[config.mk]
export PLATFORM = sky130hd
export DESIGN_NAME = load_align_unit
export DESIGN_NICKNAME = d
export VERILOG_FILES = /design/src/rtl/load_align_unit_pkg.sv /design/src/rtl/load_align_unit_extract.sv /design/src/rtl/load_align_unit.sv
export SDC_FILE = /design/constraint.sdc
export NUM_CORES = 1
export LEC_CHECK = 0
export CAP_MARGIN = 10
export CORE_MARGIN = 2
export CORE_UTILIZATION = 42
export DETAILED_ROUTE_END_ITERATION = 6
export MAX_ROUTING_LAYER = met4
export PLACE_DENSITY = 0.7
export SETUP_SLACK_MARGIN = 0.4
export SYNTH_ARGS = -nofsm -noshare
export SYNTH_HDL_FRONTEND = slang
export SYNTH_SLANG_ARGS = --single-unit
[constraint.sdc]
create_clock -name clk -period 3.5 [get_ports clk]
set_clock_uncertainty 0.15 [all_clocks]
set_input_delay 0.525 -clock clk [delete_from_list [all_inputs] [get_ports clk]]
set_output_delay 0.525 -clock clk [all_outputs]
set_load 0.01 [all_outputs]
[src/rtl/load_align_unit_pkg.sv]
// Shared MEM-stage definitions: load/store funct3 encodings and the load unit state.
package load_align_unit_pkg;

    localparam logic [2:0] F3_LB  = 3'b000;
    localparam logic [2:0] F3_LH  = 3'b001;
    localparam logic [2:0] F3_LW  = 3'b010;
    localparam logic [2:0] F3_LBU = 3'b100;
    localparam logic [2:0] F3_LHU = 3'b101;

    localparam logic [2:0] F3_SB  = 3'b000;
    localparam logic [2:0] F3_SH  = 3'b001;
    localparam logic [2:0] F3_SW  = 3'b010;

    typedef enum logic [1:0] {
        IDLE = 2'd0,
        WAIT = 2'd1,
        DONE = 2'd2
    } lau_state_e;

endpackage

[src/rtl/load_align_unit_extract.sv]
// Combinational lane select and sign/zero extension of a 32-bit memory read word.
module load_extract
    import load_align_unit_pkg::*;
(
    input  logic [2:0]  funct3,
    input  logic [1:0]  addr_lo,
    input  logic [31:0] rdata,
    output logic [31:0] data,
    output logic        misaligned
);

    logic [7:0]  byte_sel;
    logic [15:0] half_sel;

    always_comb begin
        case (addr_lo)
            2'd0:    byte_sel = rdata[7:0];
            2'd1:    byte_sel = rdata[15:8];
            2'd2:    byte_sel = rdata[23:16];
            default: byte_sel = rdata[31:24];
        endcase
        // Halfword lane comes from addr_lo[1] only; a set addr_lo[0] is just flagged.
        half_sel = addr_lo[1] ? rdata[31:16] : rdata[15:0];

        data       = rdata;
        misaligned = 1'b0;
        case (funct3)
            F3_LB:  data = {{24{byte_sel[7]}}, byte_sel};
            F3_LBU: data = {24'd0, byte_sel};
            F3_LH: begin
                data       = {{16{half_sel[15]}}, half_sel};
                misaligned = addr_lo[0];
            end
            F3_LHU: begin
                data       = {16'd0, half_sel};
                misaligned = addr_lo[0];
            end
            F3_LW: begin
                data       = rdata;
                misaligned = (addr_lo != 2'd0);
            end
            default: begin
                data       = rdata;
                misaligned = 1'b0;
            end
        endcase
    end

endmodule

[src/rtl/load_align_unit.sv]
// MEM-stage load unit: accepts a load, waits the memory read latency, and presents
// the aligned, extended result with its destination register until WB consumes it.
module load_align_unit
    import load_align_unit_pkg::*;
#(
    parameter int unsigned RD_LATENCY = 1
) (
    input  logic        clk,
    input  logic        rst,
    input  logic        MemRead,
    input  logic [2:0]  funct3,
    input  logic [1:0]  addr_lo,
    input  logic [4:0]  rd_addr,
    input  logic        stall,
    input  logic        flush,
    input  logic [31:0] dm_rdata,
    output logic        busy,
    output logic        load_valid,
    output logic [31:0] load_data,
    output logic [4:0]  load_rd,
    output logic        misaligned
);

    localparam logic [1:0] LAT_INIT = 2'(RD_LATENCY - 1);

    lau_state_e  state_q, state_d;
    logic [1:0]  cnt_q, cnt_d;
    logic [2:0]  f3_q, f3_d;
    logic [1:0]  alo_q, alo_d;
    logic [4:0]  req_rd_q, req_rd_d;
    logic        valid_q, valid_d;
    logic [31:0] data_q, data_d;
    logic [4:0]  rd_q, rd_d;
    logic        mis_q, mis_d;

    logic [31:0] ext_data;
    logic        ext_mis;

    load_extract u_extract (
        .funct3     (f3_q),
        .addr_lo    (alo_q),
        .rdata      (dm_rdata),
        .data       (ext_data),
        .misaligned (ext_mis)
    );

    always_comb begin
        state_d  = state_q;
        cnt_d    = cnt_q;
        f3_d     = f3_q;
        alo_d    = alo_q;
        req_rd_d = req_rd_q;
        valid_d  = valid_q;
        data_d   = data_q;
        rd_d     = rd_q;
        mis_d    = mis_q;

        if (flush) begin
            state_d = IDLE;
            valid_d = 1'b0;
        end else begin
            case (state_q)
                IDLE: begin
                    if (MemRead) begin
                        f3_d     = funct3;
                        alo_d    = addr_lo;
                        req_rd_d = rd_addr;
                        cnt_d    = LAT_INIT;
                        state_d  = WAIT;
                    end
                end
                WAIT: begin
                    if (cnt_q != 2'd0) begin
                        cnt_d = cnt_q - 2'd1;
                    end else begin
                        data_d  = ext_data;
                        rd_d    = req_rd_q;
                        mis_d   = ext_mis;
                        valid_d = 1'b1;
                        state_d = DONE;
                    end
                end
                DONE: begin
                    // The result is consumed on any non-stalled DONE cycle; a new
                    // request can be accepted in that same cycle.
                    if (!stall) begin
                        valid_d = 1'b0;
                        if (MemRead) begin
                            f3_d     = funct3;
                            alo_d    = addr_lo;
                            req_rd_d = rd_addr;
                            cnt_d    = LAT_INIT;
                            state_d  = WAIT;
                        end else begin
                            state_d = IDLE;
                        end
                    end
                end
                default: begin
                    state_d = IDLE;
                    valid_d = 1'b0;
                end
            endcase
        end
    end

    always_ff @(posedge clk) begin
        if (rst) begin
            state_q  <= IDLE;
            cnt_q    <= 2'd0;
            f3_q     <= 3'd0;
            alo_q    <= 2'd0;
            req_rd_q <= 5'd0;
            valid_q  <= 1'b0;
            data_q   <= 32'd0;
            rd_q     <= 5'd0;
            mis_q    <= 1'b0;
        end else begin
            state_q  <= state_d;
            cnt_q    <= cnt_d;
            f3_q     <= f3_d;
            alo_q    <= alo_d;
            req_rd_q <= req_rd_d;
            valid_q  <= valid_d;
            data_q   <= data_d;
            rd_q     <= rd_d;
            mis_q    <= mis_d;
        end
    end

    assign busy       = (state_q == WAIT) || ((state_q == DONE) && stall);
    assign load_valid = valid_q;
    assign load_data  = data_q;
    assign load_rd    = rd_q;
    assign misaligned = mis_q;

endmodule

==> results of run 1 <==
-- synth_stat cells, types with 4 or more instances --
master,instances
a211oi_1,13
a211oi_2,11
a21oi_1,6
a31oi_1,5
and2_1,4
buf_2,8
buf_6,4
clkbuf_1,8
dfxtp_1,53
inv_1,5
mux2_2,9
mux2i_1,13
nand2_1,34
nand2b_1,12
nand3b_1,9
nor2_1,38
nor3_1,4
o211ai_1,6
o21ai_0,16
-- sequential cells by signal (all words and copies together), names as in the netlist --
name        flops
alo_q           2
cnt_q           2
f3_q            3
load_data      32
load_rd         5
load_valid      1
misaligned      1
req_rd_q        5
state_q         2
-- layer usage --
layer,vias up,GRT usage
met1,1102,0.2685
met3,9,0.05440
met4,0,0.04252
li1,1163,-
met2,66,0.2945
met5,-,-
-- placed cells by master (no fill, tap or decap), drive strengths merged --
cell,n
nor4b,1
nand2b,13
inv,5
a21boi,1
nor3,4
buf,4
mux2,9
a31oi,5
dfxtp,53
a2111oi,3
clkdlybuf4s50,85
o21ai,18
o22ai,1
and2,5
nand2,34
nor2,38
nand4bb,1
clkbuf,8
or3b,2
a21o,2
o211ai,6
mux2i,16
a21oi,8
a311oi,1
and4bb,1
o211a,1
ha,1
a211oi,24
a2bb2oi,1
nand3b,9
nor2b,3
-- power by group through the flow --
stage	Clock, mW	Combinational, mW	Sequential, mW
finish	0.331	0.235	0.649
global route	0.367	0.256	0.653
CTS	0.339	0.237	0.649
detailed placement	0	0.235	0.663
global placement	0	0.233	0.663
floorplan	0	0.128	0.661
-- worst max-delay path, stage by stage --
cell and delay [ns]:
clkdlybuf4s50_1 0.48, nand2_1 0.06, o21ai_0 0.22, clkdlybuf4s50_1 0.58
-- metrics by stage --
stage | setup WS (ns) | utilization | cell area, um^2
2_1_floorplan | 1.780 | - | 2681
3_3_place_gp | 0.8660 | 0.5597 | 3513
3_5_place_dp | 0.8456 | 0.5597 | 3513
4_1_cts | 0.9697 | 0.5725 | 3593
5_1_grt | 0.9210 | 0.5725 | 3593
6_report | 0.9546 | 0.5725 | 3593
-- worst max-delay path by stage --
stage,start,to,slack [ns],depth (start not counted)
CTS,stall,busy,0.97,4
detailed placement,flush,load_data[7],0.85,6
floorplan,rst,alo_q[0],1.78,4
finish,stall,busy,0.95,4
global placement,flush,load_data[7],0.87,6
global route,stall,busy,0.92,4
-- kinds of logic after synthesis --
group / share of synthesized area
and+or+nand+nor: 0.2123
DFF: 0.3957
adders and majority gates: 0.004666
muxes: 0.1050
buffers and inverters: 0.06019
AOI/OAI and AO/OA: 0.2221
-- area by class of cell --
class / count / area, um^2
clock buffer: 8 / 80.08
sequential: 53 / 1061
inverter: 5 / 18.77
timing repair buffer: 89 / 878.3
fill: 610 / 2684
tap: 77 / 96.34
multi-input combinational: 208 / 1459
==> out/metrics.yaml, run 1 <==
start_util: 0.4271
setup.worst_path.start_class: "input pin"
htreeDepth: 2
syn_area_per_cell_um2: 9.246
routed_wl_mm: 6.702
overflow: 0
ant_nets: 0
outcome: "finished clean"
cp-end-kind: "output port"
yosysTopAreaCellShare: 0.3957
p_leak_nw: 1.217
synth.distinct_cells: 41
antenna_found_initial: 0
grt_pass1_wl_mm: 11.10
synth_edf_count: 0
tightest_slew_ns: 0.7790
cts-buffers-inserted: 5
root_buffer: "clkbuf_8"
seq_power_share: 0.534
r2r_slack_ns: 1.13
top_layer: "met4"
path_clk_slew_ns: 0.09
cts_tree: "built"
fp.dieH_um: 83.90
r2r-start: "alo_q[1]"
io_buffer_count: 86
grt_pass1_vias: 2220
swShare: 0.2606
die_area_um2: 7039
wl_met3_um: 414
min_period_over_period: 0.7273
crit_arrival_ns: 1.87
insertion_delay_ns: 0.30
syn-num-nets: 338
diodes: 0
placed_cells: 432
io_pins: 87
p_switching_mw: 0.3167
drt_iter0_markers: 90
ys_seq_elements: 53
post_drt_wl_per_cell_um: 15.23
firstDrtPassIters: 4
synth_flop_cell: "dfxtp_1"
die_w_um: 83.90
whs_path_depth: 2
setup_viol: 0
fp.coreArea_um2: 6277
stdcell_count: 440
synth_area_leaders: "dfxtp_1 (40%), nor2_1 (5.3%), a211oi_2 (5.1%)"
wl_met1_mm: 3.290
path_max_fanout: 2
postCtsHoldBufs: 0
worstHoldPathType: "flop to flop"
grt_util_all_layers: 0.1973
slew_viol_final: 0
viasPerCell: 5.318
gp_congestion: 0.8331
power_frac_comb: 0.193
cp.required_ns: 2.82
drv_cap: 0
final_layout_size_suffix_gt1_frac: 0.1129
dp_hpwl_mm: 4.716
p_int_mw: 0.8986
setup_tns_ns: 0
rows: 29
syn_inst: 290
timing.rr.end: "load_data[26]"
yosys.area.top_type: "dfxtp_1"
grt_max_degree: 41
grt_setup_unrepaired: "no"
met2_length_mm: 2.927
syn2layout_area_growth_pct: 34.02
yosysWarnings: 0
cts_sinks: 53
finalPower_mw: 1.215
clock_path_buffers: 2
r2r.worst_path.cells: 4
final-hold-violation-count: 0
clockPowerShare: 0.273
slew_headroom: 0.4799
syn_area_um2: 2681
irDropWorstVdd_mv: 0.2543
power_density_nw_per_um2: 338.2
cts_setup_buffers: 0
cts-resized-gates: 0
ys_async_sr_fraction: 0
synth-seq-area-share: 0.3957
fin_crit_ns: 2.545
worstSetupPathType: "input pin to output port"
fin_nets: 410
remaining_drc_errors: 0
whs_ns: 0.3075
max_freq_mhz: 392.9
holdPathEnd: "load_rd[2]"
hold_path_startpoint: "req_rd_q[2]"
vias: 2340
Power figures use the tool's default switching activity.
==> inputs of run 2 (changes only) <==
- clock period: 3.5 -> 2.45 ns (I/O delays scaled with it)
==> run 2 against run 1 <==
  * Sequential power rose by 43%
  * Setup slack got worse by 0.43 ns
  * Clock power rose by 44%
  * Via count rose by 0.73%
  * Utilization rose by 1.2 points
  * Non-clock buffer count rose by 9
  * Final area rose by 2.0%
  * Die area did not move
  * Global-route usage rose by 0.52 points
  * Critical path depth did not move
  * Critical path type unchanged
  * Largest power group unchanged
  * Highest routed layer unchanged
==> out/metrics.yaml, run 2 (synthesis results as in run 1) <==
dp_hpwl_mm: 4.949
placed_area_um2: 3581
outcome: "finished clean"
insertion_delay_ns: 0.30
power_density_nw_per_um2: 477.8
syn2layout_area_growth_pct: 36.72
holdPathEnd: "load_rd[0]"
path_clk_slew_ns: 0.09
rows: 29
io_pins: 87
slew_viol_final: 0
root_buffer: "clkbuf_8"
slew_headroom: 0.5230
multi_input_area_um2: 1459
routed_wl_mm: 6.863
hold_path_startpoint: "req_rd_q[0]"
grt_pass1_vias: 2221
cts_setup_buffers: 0
irDropWorstVdd_mv: 0.3173
ff_latch_area_um2: 1064
finalInstanceArea_um2: 3666
grt_max_degree: 24
finalPower_mw: 1.752
layout_commonest_cell: "clkdlybuf4s50_1"
die_area_um2: 7039
diodes: 0
cp.required_ns: 1.93
tightest_slew_ns: 0.7146
fp.coreArea_um2: 6277
drv_cap: 0
most-common-layout-cells: "clkdlybuf4s50_1 (84), dfxtp_1 (51), nor2_1 (38)"
clock_path_buffers: 2
setup_viol: 0
viasPerCell: 5.249
overflow: 0
p_leak_nw: 1.269
firstDrtPassIters: 4
r2r.worst_path.cells: 6
post_drt_wl_per_cell_um: 15.29
htreeDepth: 2
r2r_slack_ns: 0.57
worstSetupPathType: "input pin to output port"
largest_register_ff_count: 32
grt_pass1_wl_mm: 11.27
fp.dieH_um: 83.90
whs_path_depth: 2
setup_tns_ns: 0
timing.rr.end: "load_data[1]"
antenna_found_initial: 0
start_util: 0.4271
r2r-start: "cnt_q[0]"
path_max_fanout: 2
setup.worst_path.start_class: "input pin"
final_layout_size_suffix_gt1_frac: 0.1398
cts_tree: "built"
fin_crit_ns: 1.928
crit_arrival_ns: 1.41
vias: 2357
ant_nets: 0
cp-end-kind: "output port"
cts_sinks: 53
final-hold-violation-count: 0
worstHoldPathType: "flop to flop"
grt_util_all_layers: 0.2025
remaining_drc_errors: 0
max_freq_mhz: 518.7
die_w_um: 83.90
nFillCells: 564
drt_iter0_markers: 91
fin_nets: 419
grt_setup_unrepaired: "no"
min_period_over_period: 0.7869
cts-buffers-inserted: 5
gp_congestion: 0.8006
io_buffer_count: 86
-- run 2: cell types whose count changed in the layout (fill, tap and decap cells not counted) --
| cell | change |
|---|---|
| buf_4 | +8 |
| dlygate4sd2_1 | +1 |
| buf_6 | +1 |
| dfxtp_1 | -2 |
| dfxtp_2 | +2 |
| clkdlybuf4s50_1 | -1 |
-- run 2: stage by stage --
stage / setup WS (ns) / util / hold WS, ns / std cells
after CTS: 0.4698 / 0.5832 / 0.3136 / 449
after floorplan: 0.7350 / - / 0.2815 / 290
final: 0.5221 / 0.5840 / 0.3095 / 449
after global placement: 0.2519 / 0.5705 / 0.2908 / 441
after detailed placement: 0.2441 / 0.5705 / 0.2990 / 441
after global routing: 0.4112 / 0.5840 / 0.3255 / 449
-- run 2: report_power, final --
part           switching, mW  total, mW  internal, mW
combinational          0.157      0.348         0.191
sequential            0.0299      0.926         0.896
clock                  0.274      0.478         0.204
-- run 2: what timing repair did --
item | 4_1_cts | 5_1_grt
hold buffers | 0 | 0
resized for setup | 2 | 2
endpoints found under the setup margin | 1 | 21
hold endpoints to repair | 0 | 0
-- run 2: layout make-up --
cell class,count,share of cell area
Multi-Input combinational cell,208,0.3980
Clock buffer,8,0.02184
Timing Repair Buffer,98,0.2587
Sequential cell,53,0.2901
Tap cell,77,0.02628
Inverter,5,0.005119
-- run 2: worst max-delay path by stage --
stage          slack, ns  cells past startpoint            end  startpoint
2_1_floorplan       0.74                      6       cnt_q[0]    cnt_q[0]
3_3_place_gp        0.25                      4           busy       stall
3_5_place_dp        0.24                      5   load_data[6]       flush
4_1_cts             0.47                      5  load_data[31]    alo_q[1]
5_1_grt             0.41                      7   load_data[7]    cnt_q[0]
6_report            0.52                      4           busy       stall
-- run 2: routing by layer --
metal	track usage	wire [um]
met5	-	0
met3	0.04253	485
met2	0.3040	3048
met4	0.05279	60
met1	0.2786	3269
-- run 2: critical path: stages --
cell and delay [ns]:
clkdlybuf4s50_1 0.48, nand2_1 0.06, o21ai_0 0.20, dlygate4sd2_1 0.30
